<file path="config.mk">
export PLATFORM = sky130hd
export DESIGN_NAME = lvds_rx_align_ctrl_flat
export DESIGN_NICKNAME = d
export VERILOG_FILES = /design/src/rtl/lvds_rx_align_if.sv /design/src/rtl/lvds_rx_align_ctrl.sv /design/src/flat_wrapper.sv
export SDC_FILE = /design/constraint.sdc
export NUM_CORES = 1
export LEC_CHECK = 0
export BUFFER_PORTS_ARGS = -buffer_cell sky130_fd_sc_hd__buf_2
export CAP_MARGIN = 20
export CORE_MARGIN = 2
export CORE_UTILIZATION = 35
export DETAILED_ROUTE_END_ITERATION = 10
export GPL_TIMING_DRIVEN = 0
export SYNTH_ARGS = -nofsm -noshare
export SYNTH_HDL_FRONTEND = slang
export SYNTH_SLANG_ARGS = --single-unit
export TNS_END_PERCENT = 10
</file>
<file path="constraint.sdc">
create_clock -name clk -period 1.66 [get_ports clk]
set_input_delay 0.083 -clock clk [delete_from_list [all_inputs] [get_ports clk]]
set_output_delay 0.083 -clock clk [all_outputs]
set_load 0.005 [all_outputs]
</file>
<file path="src/rtl/lvds_rx_align_if.sv">
// LVDS RX word-alignment control bundle.
// master drives the controls and data; slave is the alignment controller.
interface lvds_rx_align_if #(
  parameter int DATA_W = 10,
  parameter int SC_W   = $clog2(DATA_W + 1)
);
  logic              init_done;
  logic              rx_dpa_locked;
  logic              align_start;
  logic [DATA_W-1:0] rx_data;
  logic              rx_bitslip;
  logic              aligned;
  logic              align_fail;
  logic              relink_req;
  logic [SC_W-1:0]   slip_count;

  modport master (
    output init_done, rx_dpa_locked, align_start, rx_data,
    input  rx_bitslip, aligned, align_fail, relink_req, slip_count
  );

  modport slave (
    input  init_done, rx_dpa_locked, align_start, rx_data,
    output rx_bitslip, aligned, align_fail, relink_req, slip_count
  );
endinterface

</file>
<file path="src/rtl/lvds_rx_align_ctrl.sv">
// LVDS RX word aligner: slips the deserializer until
// TRAIN_PATTERN is seen MATCH_COUNT times in a row.
module lvds_rx_align_ctrl #(
  parameter int                DATA_W        = 10,
  parameter logic [DATA_W-1:0] TRAIN_PATTERN = 10'h3F0,
  parameter int                SLIP_SETTLE   = 4,
  parameter int                MATCH_COUNT   = 16,
  parameter int                SC_W          = $clog2(DATA_W + 1)
) (
  input logic            clk,
  input logic            rst,
  lvds_rx_align_if.slave bus
);
  localparam int MW = $clog2(MATCH_COUNT + 1);
  localparam int SW = $clog2(SLIP_SETTLE + 1);

  typedef enum logic [2:0] {
    IDLE, WAIT_LOCK, CHECK, SLIP, SETTLE, ALIGNED, FAIL
  } state_e;

  state_e          state_q, state_d;
  logic [MW-1:0]   match_q, match_d;
  logic [SW-1:0]   settle_q, settle_d;
  logic [SC_W-1:0] slip_q, slip_d;
  logic            relink_d;
  logic            bitslip_q, aligned_q, fail_q, relink_q;
  logic            hit, searching;

  assign hit       = bus.rx_data == TRAIN_PATTERN;
  assign searching = state_q == CHECK || state_q == SLIP ||
                     state_q == SETTLE;

  always_comb begin
    state_d  = state_q;
    match_d  = match_q;
    settle_d = settle_q;
    slip_d   = slip_q;
    relink_d = 1'b0;
    if (!bus.init_done) begin
      state_d  = IDLE;
      match_d  = '0;
      settle_d = '0;
      slip_d   = '0;
    end else if (!bus.rx_dpa_locked && state_q == ALIGNED) begin
      state_d  = IDLE;
      relink_d = 1'b1;
    end else if (!bus.rx_dpa_locked && searching) begin
      state_d  = WAIT_LOCK;
      match_d  = '0;
      settle_d = '0;
      slip_d   = '0;
    end else if (bus.align_start &&
                 (searching || state_q == ALIGNED ||
                  state_q == FAIL)) begin
      state_d  = bus.rx_dpa_locked ? CHECK : WAIT_LOCK;
      match_d  = '0;
      settle_d = '0;
      slip_d   = '0;
    end else begin
      unique case (state_q)
        IDLE: begin
          if (bus.align_start) begin
            state_d = bus.rx_dpa_locked ? CHECK : WAIT_LOCK;
            match_d = '0;
            slip_d  = '0;
          end
        end
        WAIT_LOCK: begin
          if (bus.rx_dpa_locked) begin
            state_d = CHECK;
            match_d = '0;
          end
        end
        CHECK: begin
          if (hit) begin
            match_d = match_q + MW'(1);
            if (match_q == MW'(MATCH_COUNT - 1))
              state_d = ALIGNED;
          end else begin
            match_d = '0;
            state_d = (slip_q == SC_W'(DATA_W - 1)) ? FAIL : SLIP;
          end
        end
        SLIP: begin
          slip_d   = slip_q + SC_W'(1);
          settle_d = SW'(SLIP_SETTLE);
          state_d  = SETTLE;
        end
        SETTLE: begin
          // rx_data is not trusted until the slip has propagated
          if (settle_q <= SW'(1)) begin
            settle_d = '0;
            match_d  = '0;
            state_d  = CHECK;
          end else begin
            settle_d = settle_q - SW'(1);
          end
        end
        ALIGNED: state_d = ALIGNED;
        FAIL:    state_d = FAIL;
        default: state_d = IDLE;
      endcase
    end
  end

  always_ff @(posedge clk or negedge rst) begin
    if (!rst) begin
      state_q   <= IDLE;
      match_q   <= '0;
      settle_q  <= '0;
      slip_q    <= '0;
      bitslip_q <= 1'b0;
      aligned_q <= 1'b0;
      fail_q    <= 1'b0;
      relink_q  <= 1'b0;
    end else begin
      state_q   <= state_d;
      match_q   <= match_d;
      settle_q  <= settle_d;
      slip_q    <= slip_d;
      bitslip_q <= state_d == SLIP;
      aligned_q <= state_d == ALIGNED;
      fail_q    <= state_d == FAIL;
      relink_q  <= relink_d;
    end
  end

  assign bus.rx_bitslip = bitslip_q;
  assign bus.aligned    = aligned_q;
  assign bus.align_fail = fail_q;
  assign bus.relink_req = relink_q;
  assign bus.slip_count = slip_q;
endmodule

</file>
<file path="src/flat_wrapper.sv">
// flat-port wrapper written by rule: the top's interface ports become plain ports
module lvds_rx_align_ctrl_flat 
#(
  parameter int                DATA_W        = 10,
  parameter logic [DATA_W-1:0] TRAIN_PATTERN = 10'h3F0,
  parameter int                SLIP_SETTLE   = 4,
  parameter int                MATCH_COUNT   = 16,
  parameter int                SC_W          = $clog2(DATA_W + 1)
)
  (clk, rst, bus_init_done, bus_rx_dpa_locked, bus_align_start, bus_rx_data, bus_rx_bitslip, bus_aligned, bus_align_fail, bus_relink_req, bus_slip_count);
  lvds_rx_align_if #(.DATA_W(DATA_W), .SC_W(SC_W)) bus_i ();
  input logic clk;
  input logic rst;
  input wire logic [$bits(bus_i.init_done)-1:0] bus_init_done;
  input wire logic [$bits(bus_i.rx_dpa_locked)-1:0] bus_rx_dpa_locked;
  input wire logic [$bits(bus_i.align_start)-1:0] bus_align_start;
  input wire logic [$bits(bus_i.rx_data)-1:0] bus_rx_data;
  output wire logic [$bits(bus_i.rx_bitslip)-1:0] bus_rx_bitslip;
  output wire logic [$bits(bus_i.aligned)-1:0] bus_aligned;
  output wire logic [$bits(bus_i.align_fail)-1:0] bus_align_fail;
  output wire logic [$bits(bus_i.relink_req)-1:0] bus_relink_req;
  output wire logic [$bits(bus_i.slip_count)-1:0] bus_slip_count;
  assign bus_i.init_done = bus_init_done;
  assign bus_i.rx_dpa_locked = bus_rx_dpa_locked;
  assign bus_i.align_start = bus_align_start;
  assign bus_i.rx_data = bus_rx_data;
  assign bus_rx_bitslip = bus_i.rx_bitslip;
  assign bus_aligned = bus_i.aligned;
  assign bus_align_fail = bus_i.align_fail;
  assign bus_relink_req = bus_i.relink_req;
  assign bus_slip_count = bus_i.slip_count;
  lvds_rx_align_ctrl #(.DATA_W(DATA_W), .TRAIN_PATTERN(TRAIN_PATTERN), .SLIP_SETTLE(SLIP_SETTLE), .MATCH_COUNT(MATCH_COUNT), .SC_W(SC_W)) u_core (.clk(clk), .rst(rst), .bus(bus_i));
endmodule
</file>
== Word level (Yosys, flattened, before mapping) ==
Cells that the tools add are included.
Widths: inputs -> output; s select.

* Flip-flop bits (word level): 19
* Input bits: 15

* $add $sub $neg: 3
* $lt $le $gt $ge: 1
* Eq/ne operators: 19
* Muxes and demuxes: 35
* Reductions and logical operators: 12

{| class="wikitable"
|+ Operators with widths
! cell !! number
|-
| $mux 3 || 15
|-
| $mux 5 || 8
|-
| $pmux 3 s7 || 1
|-
| $mux 4 || 5
|-
| $pmux 5 s4 || 1
|-
| $eq 3x3->1 const B || 5
|-
| $eq 10x10->1 const B || 1
|-
| $ne 5x1->1 const B || 2
|-
| $ne 5x3->1 const B || 2
|-
| $eq 3x2->1 const B || 3
|-
| $pmux 4 s2 || 1
|-
| $ne 7x1->1 const B || 1
|-
| $pmux 3 s2 || 1
|-
| $add 5x1->5 const B || 1
|-
| $eq 5x4->1 const B || 1
|-
| $ne 5x5->1 const B || 1
|-
| $reduce_and 5->1 || 1
|-
| $add 4x1->4 const B || 1
|-
| $eq 4x4->1 const B || 1
|-
| $logic_or 1x1->1 || 4
|-
| $eq 3x1->1 const B || 1
|-
| $le 3x1->1 const B || 1
|-
| $logic_and 1x1->1 || 3
|-
| $logic_not 3->1 || 1
|-
| 7 further kinds || 8
|}

== Depth between registers and ports, before layout ==
Gate-level depths: netlist of run 1.

* Word-level depth: 11
* Depth in mapped cells: 7
* Mapped depth without buffers: 7

== Worst setup path before layout of run 1 ==
No wires, ideal clock.

* Path kind: register to register
* Start: register u_core.match_q[0]
* End: register u_core.aligned_q (netlist: u_core.bus.aligned)
* Arrival: 1.703 ns
* Path slack: -0.162 ns
* Cell stages (with the launch flop): 7
* Path buffers: 0
* Clock period less this slack: 1.822 ns
* Cell sequence: dfrtp_1 -> ha_1 -> and3_1 -> ha_1 -> or3_1 -> a32o_2 -> and2_1

* Cells in the longest elaborated chain, start to end: 9

{| class="wikitable"
|+ Ends and longest elaborated chain
! item !! RTL line !! source
|-
| start, declared || lvds_rx_align_ctrl.sv:22 || <nowiki>logic [MW-1:0] match_q, match_d;</nowiki>
|-
| start signal, assigned || lvds_rx_align_ctrl.sv:118 || <nowiki>match_q <= match_d;</nowiki>
|-
| $eq 5x4->1 || lvds_rx_align_ctrl.sv:77 || <nowiki>if (match_q == MW'(MATCH_COUNT - 1))</nowiki>
|-
| $mux 3 || lvds_rx_align_ctrl.sv:77 ||
|-
| $mux 3 || lvds_rx_align_ctrl.sv:75 || <nowiki>if (hit) begin</nowiki>
|-
| $pmux 3 s7 || lvds_rx_align_ctrl.sv:60 || <nowiki>unique case (state_q)</nowiki>
|-
| $mux 3 || lvds_rx_align_ctrl.sv:52 || <nowiki>end else if (bus.align_start &&</nowiki>
|-
| $mux 3 || lvds_rx_align_ctrl.sv:47 || <nowiki>end else if (!bus.rx_dpa_locked && searching) begin</nowiki>
|-
| $mux 3 || lvds_rx_align_ctrl.sv:44 || <nowiki>end else if (!bus.rx_dpa_locked && state_q == ALIGNED) begin</nowiki>
|-
| $mux 3 || lvds_rx_align_ctrl.sv:39 || <nowiki>if (!bus.init_done) begin</nowiki>
|-
| net u_core.state_d[0] || lvds_rx_align_ctrl.sv:21 || <nowiki>state_e state_q, state_d;</nowiki>
|-
| $eq 3x3->1 || lvds_rx_align_ctrl.sv:122 || <nowiki>aligned_q <= state_d == ALIGNED;</nowiki>
|-
| end signal, assigned || lvds_rx_align_ctrl.sv:113 || <nowiki>aligned_q <= 1'b0;</nowiki>
|-
| end signal, assigned || lvds_rx_align_ctrl.sv:122 ||
|-
| end, declared || lvds_rx_align_ctrl.sv:26 || <nowiki>logic bitslip_q, aligned_q, fail_q, relink_q;</nowiki>
|}

The timed path passes the listed nets, and every way through them passes these cells.
A chain may end at the register's enable or synchronous reset.

== Worst setup path in the final report of run 1 ==
* Start: register u_core.match_q[1]
* End: register u_core.aligned_q (netlist: u_core.bus.aligned)

The elaborated chain is that of the path after synthesis.

==> results of run 1 <==
## Yosys cell counts, drive strengths merged, types with 2 or more instances
cell type / n / area [um2]
a31oi: 2 / 12.51
mux2i: 2 / 20.02
o22ai: 2 / 12.51
nand4: 2 / 18.77
buf: 5 / 27.53
nand3: 4 / 20.02
o31ai: 2 / 15.01
and3: 3 / 18.77
a21oi: 8 / 40.04
inv: 13 / 48.80
ha: 6 / 75.07
nor3: 4 / 20.02
nand2b: 7 / 43.79
or3: 2 / 12.51
nor2: 10 / 37.54
nand2: 8 / 30.03
dfrtp: 19 / 475.5
o21ai: 17 / 85.08
and2: 4 / 25.02
a32o: 2 / 21.27
nor2b: 5 / 31.28
a211oi: 2 / 15.01
## final timing paths
| path | start | endpoint | slack, ns | depth (start not counted) |
|---|---|---|---|---|
| max | u_core.match_q[1] | u_core.bus.aligned | -0.10 | 6 |
| min | bus_rx_dpa_locked | u_core.bus.relink_req | 0.09 | 2 |
| max reg2reg | u_core.match_q[1] | u_core.bus.aligned | -0.10 | 6 |
| min reg2reg | u_core.bus.slip_count[3] | u_core.bus.slip_count[3] | 0.51 | 1 |
| max in group asynchronous | rst | u_core.bus.align_fail | 1.12 | 2 |
| min in group asynchronous | rst | u_core.settle_q[0] | 0.23 | 2 |
## routing by layer
| metal | wire, um | GRT usage (%) | part of all wire (%) |
|---|---|---|---|
| met1 | 1280 | 19.77 | 42 |
| met4 | 23 | 2.446 | 0.75 |
| met3 | 200 | 5.000 | 6.5 |
| met2 | 1551 | 28.99 | 51 |
| met5 | 0 | 0 | 0 |
## power by group
part,internal (mW),switching (mW),total [mW],leakage [nW]
logic,0.0810,0.113,0.194,0.430
clock network,0.0902,0.160,0.250,0.0177
registers,0.470,0.00621,0.476,0.264
total,0.641,0.280,0.921,0.711
## state kept, by name (all words and copies together), names as in the netlist
signal and cells:
u_core.bus.align_fail 1, u_core.bus.aligned 1, u_core.bus.relink_req 1, u_core.bus.rx_bitslip 1, u_core.bus.slip_count 4, u_core.match_q 5
u_core.settle_q 3, u_core.state_q 3
## cell families after synthesis
kind of cell               Yosys count  share of synthesized area (%)
and+or+nand+nor                     55                          26.02
AOI/OAI and AO/OA                   42                          21.44
DFF                                 19                          38.62
buffers and inverters               18                          6.200
adders and majority gates            6                          6.097
muxes                                2                          1.626
## timing repair
action,in CTS,in global routing
buffers inserted,2,2
pin swaps,2,3
resized for setup,8,19
endpoints found under the hold margin,19,0
endpoints found under the setup margin,9,14
hold buffers,1,0
## stage by stage
stage	instances	util, %	worst slack (ns)	hold slack [ns]
3_5_place_dp	209	42.04	-0.1566	0.05287
2_1_floorplan	142	-	-0.01226	-0.2126
3_3_place_gp	209	42.04	-0.08450	0.04700
6_report	218	47.51	-0.1045	0.09067
4_1_cts	216	44.83	-0.08193	0.05995
5_1_grt	218	47.51	-0.1519	0.1104
## area by class of cell
cell class / instances / area [um2]
tap: 46 / 57.56
inverter: 13 / 48.80
clock inverter: 1 / 5.005
buffer: 5 / 35.03
multi-input combinational: 105 / 808.3
fill: 335 / 1765
sequential: 19 / 475.5
clock buffer: 3 / 22.52
timing repair buffer: 26 / 145.1
==> metrics.yaml, run 1 <==
grtUsageTotal_pct: 16.31
tns_ns: -0.2359
drc: 0
dominantRegCellSynth: "dfrtp_1"
synth_enable_flop_cells: 0
final_area_um2: 1598
postPlaceCellArea_um2: 1414
initial_core_util_pct: 36.61
syn_to_final_growth_pct: 29.78
tritoncts: "done"
ys_async_sr_fraction_pct: 100.0
max_stage_delay_ns: 0.44
slew_viol_final: 0
dp_hpwl_um: 2155
io_buffers: 21
synth.distinct_cells: 38
worstPathRequired_ns: 1.88
end_kind: "flip-flop"
crit_type: "reg -> reg"
grt_pass1_vias: 1146
layout_setup_ws_ns: -0.1045
worst-path-max-fanout: 3
n_antenna_cell: 0
crit_family: "simple AND/OR/NAND/NOR gates"
grt_pass1_wl_um: 5257
ys_warn_count: 0
final.setup_skew_ns: 0.008280
clockRootBuffer: "clkbuf_4"
wl_um: 3056
mostFrequentLayoutCells: "buf_2, dfrtp_1, o21ai_0"
die_h_um: 63.31
synth_cells: 142
postRouteAntennaNets: 0
fmax_mhz: 566.7
avgSynthCellArea_um2: 8.670
drtIter0Drc: 22
wl_per_cell_um: 14.02
final_nets: 194
gp_congestion: 0.8887
max-cap-violations: 0
crit_path_frequent_cell: "ha_4"
pwr_density_cell_nw_per_um2: 576.1
timing.critical_path.buf_inv: 0
clockBufferDepth: 2
cts_max_level: 1
numCtsBuffers: 3
min_path_type: "in -> reg"
rsz0062_at_grt: "yes"
finalHoldViolations: 0
violations: "negative setup slack"
tightestPinTransition_ns: 0.4361
cp_cell_sequence: "ha_4 -> and3_4 -> ha_4 -> or3_1 -> a32o_2 -> and2_1"
worst_ep_arrival_time_ns: 1.99
p_total_uw: 920.5
die_x_um: 63.31
viasPerCell: 5.353
clock_latency_ns: 0.31
die-area_um2: 4008
status: "finished, violations left"
ys_seq_area_share_pct: 38.62
timing.final.crit_share_pct: 106.3
drive_above_1_share_pct: 33.14
num_io_pins: 23
antenna_found_initial: 0
firstDrtPassIters: 4
core_area_um2: 3363
synth_nets: 163
period_needed_ns: 1.764
grt.overflow.total: 0
netlist_area_um2: 1231
cts_sinks: 19
setup_viol: 3
ys_seq_elements: 19
vias: 1167
clk_pin_slew_ns: 0.12
rows: 21
layout_commonest_cell: "buf_2"
p_leak_nw: 0.7114
slew_headroom_pct: 70.93
startpoint_type: "flip-flop"
grt_max_degree: 20
crit_slowest_cell: "dfrtp_1"
peakVddDrop_v: 0.0004653
Power figures use the tool's default switching activity.
==> run 2, diff against run 1 <==
- BUFFER_PORTS_ARGS: -buffer_cell sky130_fd_sc_hd__buf_2 -> -buffer_cell sky130_fd_sc_hd__buf_4
- SETUP_SLACK_MARGIN: unset -> 0.15
==> run 2 against run 1 <==
The flow still finishes with violations (negative setup slack). Critical path type unchanged. Sequential power hardly changed. Largest cell class unchanged. Critical path depth unchanged. Sequential cell count unchanged.
==> metrics.yaml, run 2 (synthesis results as in run 1) <==
grtUsageTotal_pct: 16.06  # was 16.31%
n_antenna_cell: 0  # unchanged
crit_type: "reg -> reg"  # unchanged
tightestPinTransition_ns: 0.3089  # was 0.4361 ns
slew_headroom_pct: 79.28  # was 70.93%
peakVddDrop_v: 0.0003585  # was 0.0004653 V
worst-path-max-fanout: 3  # unchanged
layout_setup_ws_ns: -0.05844  # was -0.1045 ns
p_leak_nw: 0.7164  # was 0.7114 nW
clk_pin_slew_ns: 0.10  # was 0.12 ns
pwr-share-clk_pct: 25.7  # was 27.2%
final.setup_skew_ns: 0.001413  # was 0.008280 ns
swShare_pct: 29.10  # was 30.39%
io_buffers: 21  # unchanged
r2r_end: "u_core.bus.aligned"  # unchanged
num_io_pins: 23  # unchanged
holdPathStages: 2  # unchanged
drtIter0Drc: 50  # was 22
gp_congestion: 0.9002  # was 0.8887
intPower_uw: 657.3  # was 640.8 uW
worstPathRequired_ns: 1.86  # was 1.88 ns
grt_pass1_vias: 1150  # was 1146
die-area_um2: 4008  # unchanged
tritoncts: "done"  # unchanged
grt_max_degree: 20  # unchanged
clockBufferDepth: 2  # unchanged
rows: 21  # unchanged
layout_commonest_cell: "buf_4"  # was buf_2
firstDrtPassIters: 4  # unchanged
drive_above_1_share_pct: 33.33  # was 33.14%
status: "finished, violations left"  # unchanged
rr_worst_depth: 6  # unchanged
hold_slack_ns: 0.09975  # was 0.09067 ns
cts_max_level: 1  # unchanged
numCtsBuffers: 3  # unchanged
antenna_found_initial: 0  # unchanged
pwr_density_cell_nw_per_um2: 558.4  # was 576.1 nW/um2
syn_to_final_growth_pct: 34.86  # was 29.78%
drc: 0  # unchanged
slew_viol_final: 0  # unchanged
finalHoldViolations: 0  # unchanged
violations: "negative setup slack"  # unchanged
cts_sinks: 19  # unchanged
postRouteAntennaNets: 0  # unchanged
grt_pass1_wl_um: 5078  # was 5257 um
final_nets: 193  # was 194
largest_reg_flops: 5  # unchanged
wl_per_cell_um: 13.69  # was 14.02 um
fmax_mhz: 581.9  # was 566.7 MHz
power.share.combinational_pct: 22.9  # was 21.1%
r2r_start: "u_core.match_q[0]"  # was u_core.match_q[1]
max-cap-violations: 0  # unchanged
min_path_type: "in -> reg"  # unchanged
period_needed_ns: 1.718  # was 1.764 ns
final_area_um2: 1660  # was 1598 um2
end_kind: "flip-flop"  # unchanged
die_h_um: 63.31  # unchanged
grt.overflow.total: 0  # unchanged
rsz0062_at_grt: "yes"  # unchanged
initial_core_util_pct: 36.61  # unchanged
postPlaceCellArea_um2: 1466  # was 1414 um2
dp_hpwl_um: 2121  # was 2155 um
startpoint_type: "flip-flop"  # unchanged
p_sw_uw: 269.8  # was 279.8 uW
core_area_um2: 3363  # unchanged
setup_viol: 3  # unchanged
wl_um: 2971  # was 3056 um
hold_start: "bus_rx_dpa_locked"  # unchanged
clockRootBuffer: "clkbuf_4"  # unchanged
regMostFlops: "u_core.match_q"  # unchanged
worst_ep_arrival_time_ns: 1.92  # was 1.99 ns
regToRegSetupSlack_ns: -0.06  # was -0.10 ns
nFillCells: 348  # was 335
seq_power_share_pct: 51.4  # was 51.7%
hold_path_end: "u_core.bus.relink_req"  # unchanged
timing.final.crit_share_pct: 103.5  # was 106.3%
mostFrequentLayoutCells: "buf_4, dfrtp_1, inv_1, o21ai_0, nor2_1"  # was buf_2, dfrtp_1, o21ai_0
clock_latency_ns: 0.30  # was 0.31 ns
vias: 1160  # was 1167
viasPerCell: 5.346  # was 5.353
die_x_um: 63.31  # unchanged
[run 2: changes by cell type in the layout (fill, tap and decap cells not counted), moves of 5 or more]
cell / before / now
o21ai_1: 0 / 5
o21ai_0: 17 / 12
buf_2: 22 / 1
buf_4: 7 / 27
[run 2: worst max path at each step]
stage,end,startpoint,slack (ns)
2_1_floorplan,u_core.bus.aligned,u_core.match_q[0],-0.01
3_3_place_gp,u_core.match_q[0],u_core.state_q[1],-0.07
3_5_place_dp,u_core.match_q[2],u_core.state_q[2],-0.16
4_1_cts,u_core.bus.aligned,u_core.match_q[0],-0.07
5_1_grt,u_core.bus.rx_bitslip,u_core.match_q[0],-0.11
6_report,u_core.bus.aligned,u_core.match_q[0],-0.06
[run 2: stage by stage]
step / power [mW] / setup slack (ns) / TNS [ns] / util, % / cells
after floorplan: 0.5807 / -0.01226 / -0.02451 / - / 142
after global placement: 0.6450 / -0.06964 / -0.4675 / 43.60 / 209
after detailed placement: 0.6479 / -0.1621 / -0.8008 / 43.60 / 209
after CTS: 0.9315 / -0.06563 / -0.1290 / 49.37 / 217
after global routing: 0.9792 / -0.1091 / -0.4551 / 49.37 / 217
final: 0.9271 / -0.05844 / -0.1284 / 49.37 / 217
[run 2: critical path: stages, from the launching register on]
cell	delay, ns
dfrtp_1	0.41
ha_2	0.20
and3_4	0.18
ha_4	0.15
or3_1	0.29
a32o_2	0.25
and2_1	0.14
[run 2: timing repair]
item                       in CTS  in global routing
setup endpoints to repair      16                 18
cloned                          0                  0
hold buffers                    1                  0
pin swaps                       8                  1
buffers inserted                3                  0
gates resized for setup        34                  0
hold endpoints to repair       19                  0
[run 2: routing by layer]
metal / share of wire, % / up-vias / global-route usage [%]
li1: - / 566 / -
met1: 44 / 550 / 19.59
met2: 48 / 35 / 27.26
met3: 6.0 / 9 / 3.214
met4: 2.9 / 0 / 7.337
met5: 0 / - / 0
[run 2: layout make-up]
| type | count | area, um2 | area share [%] |
|---|---|---|---|
| buffer | 5 | 38.79 | 2.336 |
| timing repair buffer | 25 | 190.2 | 11.45 |
| tap | 46 | 57.56 | 3.466 |
| multi-input combinational | 105 | 823.3 | 49.59 |
| sequential | 19 | 475.5 | 28.64 |
| inverter | 13 | 48.80 | 2.939 |
| clock buffer | 4 | 26.28 | 1.583 |
[run 2: power groups by stage]
stage / Sequential (mW) / Clock, mW / Combinational, mW
floorplan: 0.483 / 0 / 0.0974
global placement: 0.484 / 0 / 0.161
global route: 0.478 / 0.269 / 0.232
finish: 0.477 / 0.238 / 0.212
CTS: 0.476 / 0.247 / 0.208
detailed placement: 0.484 / 0 / 0.164
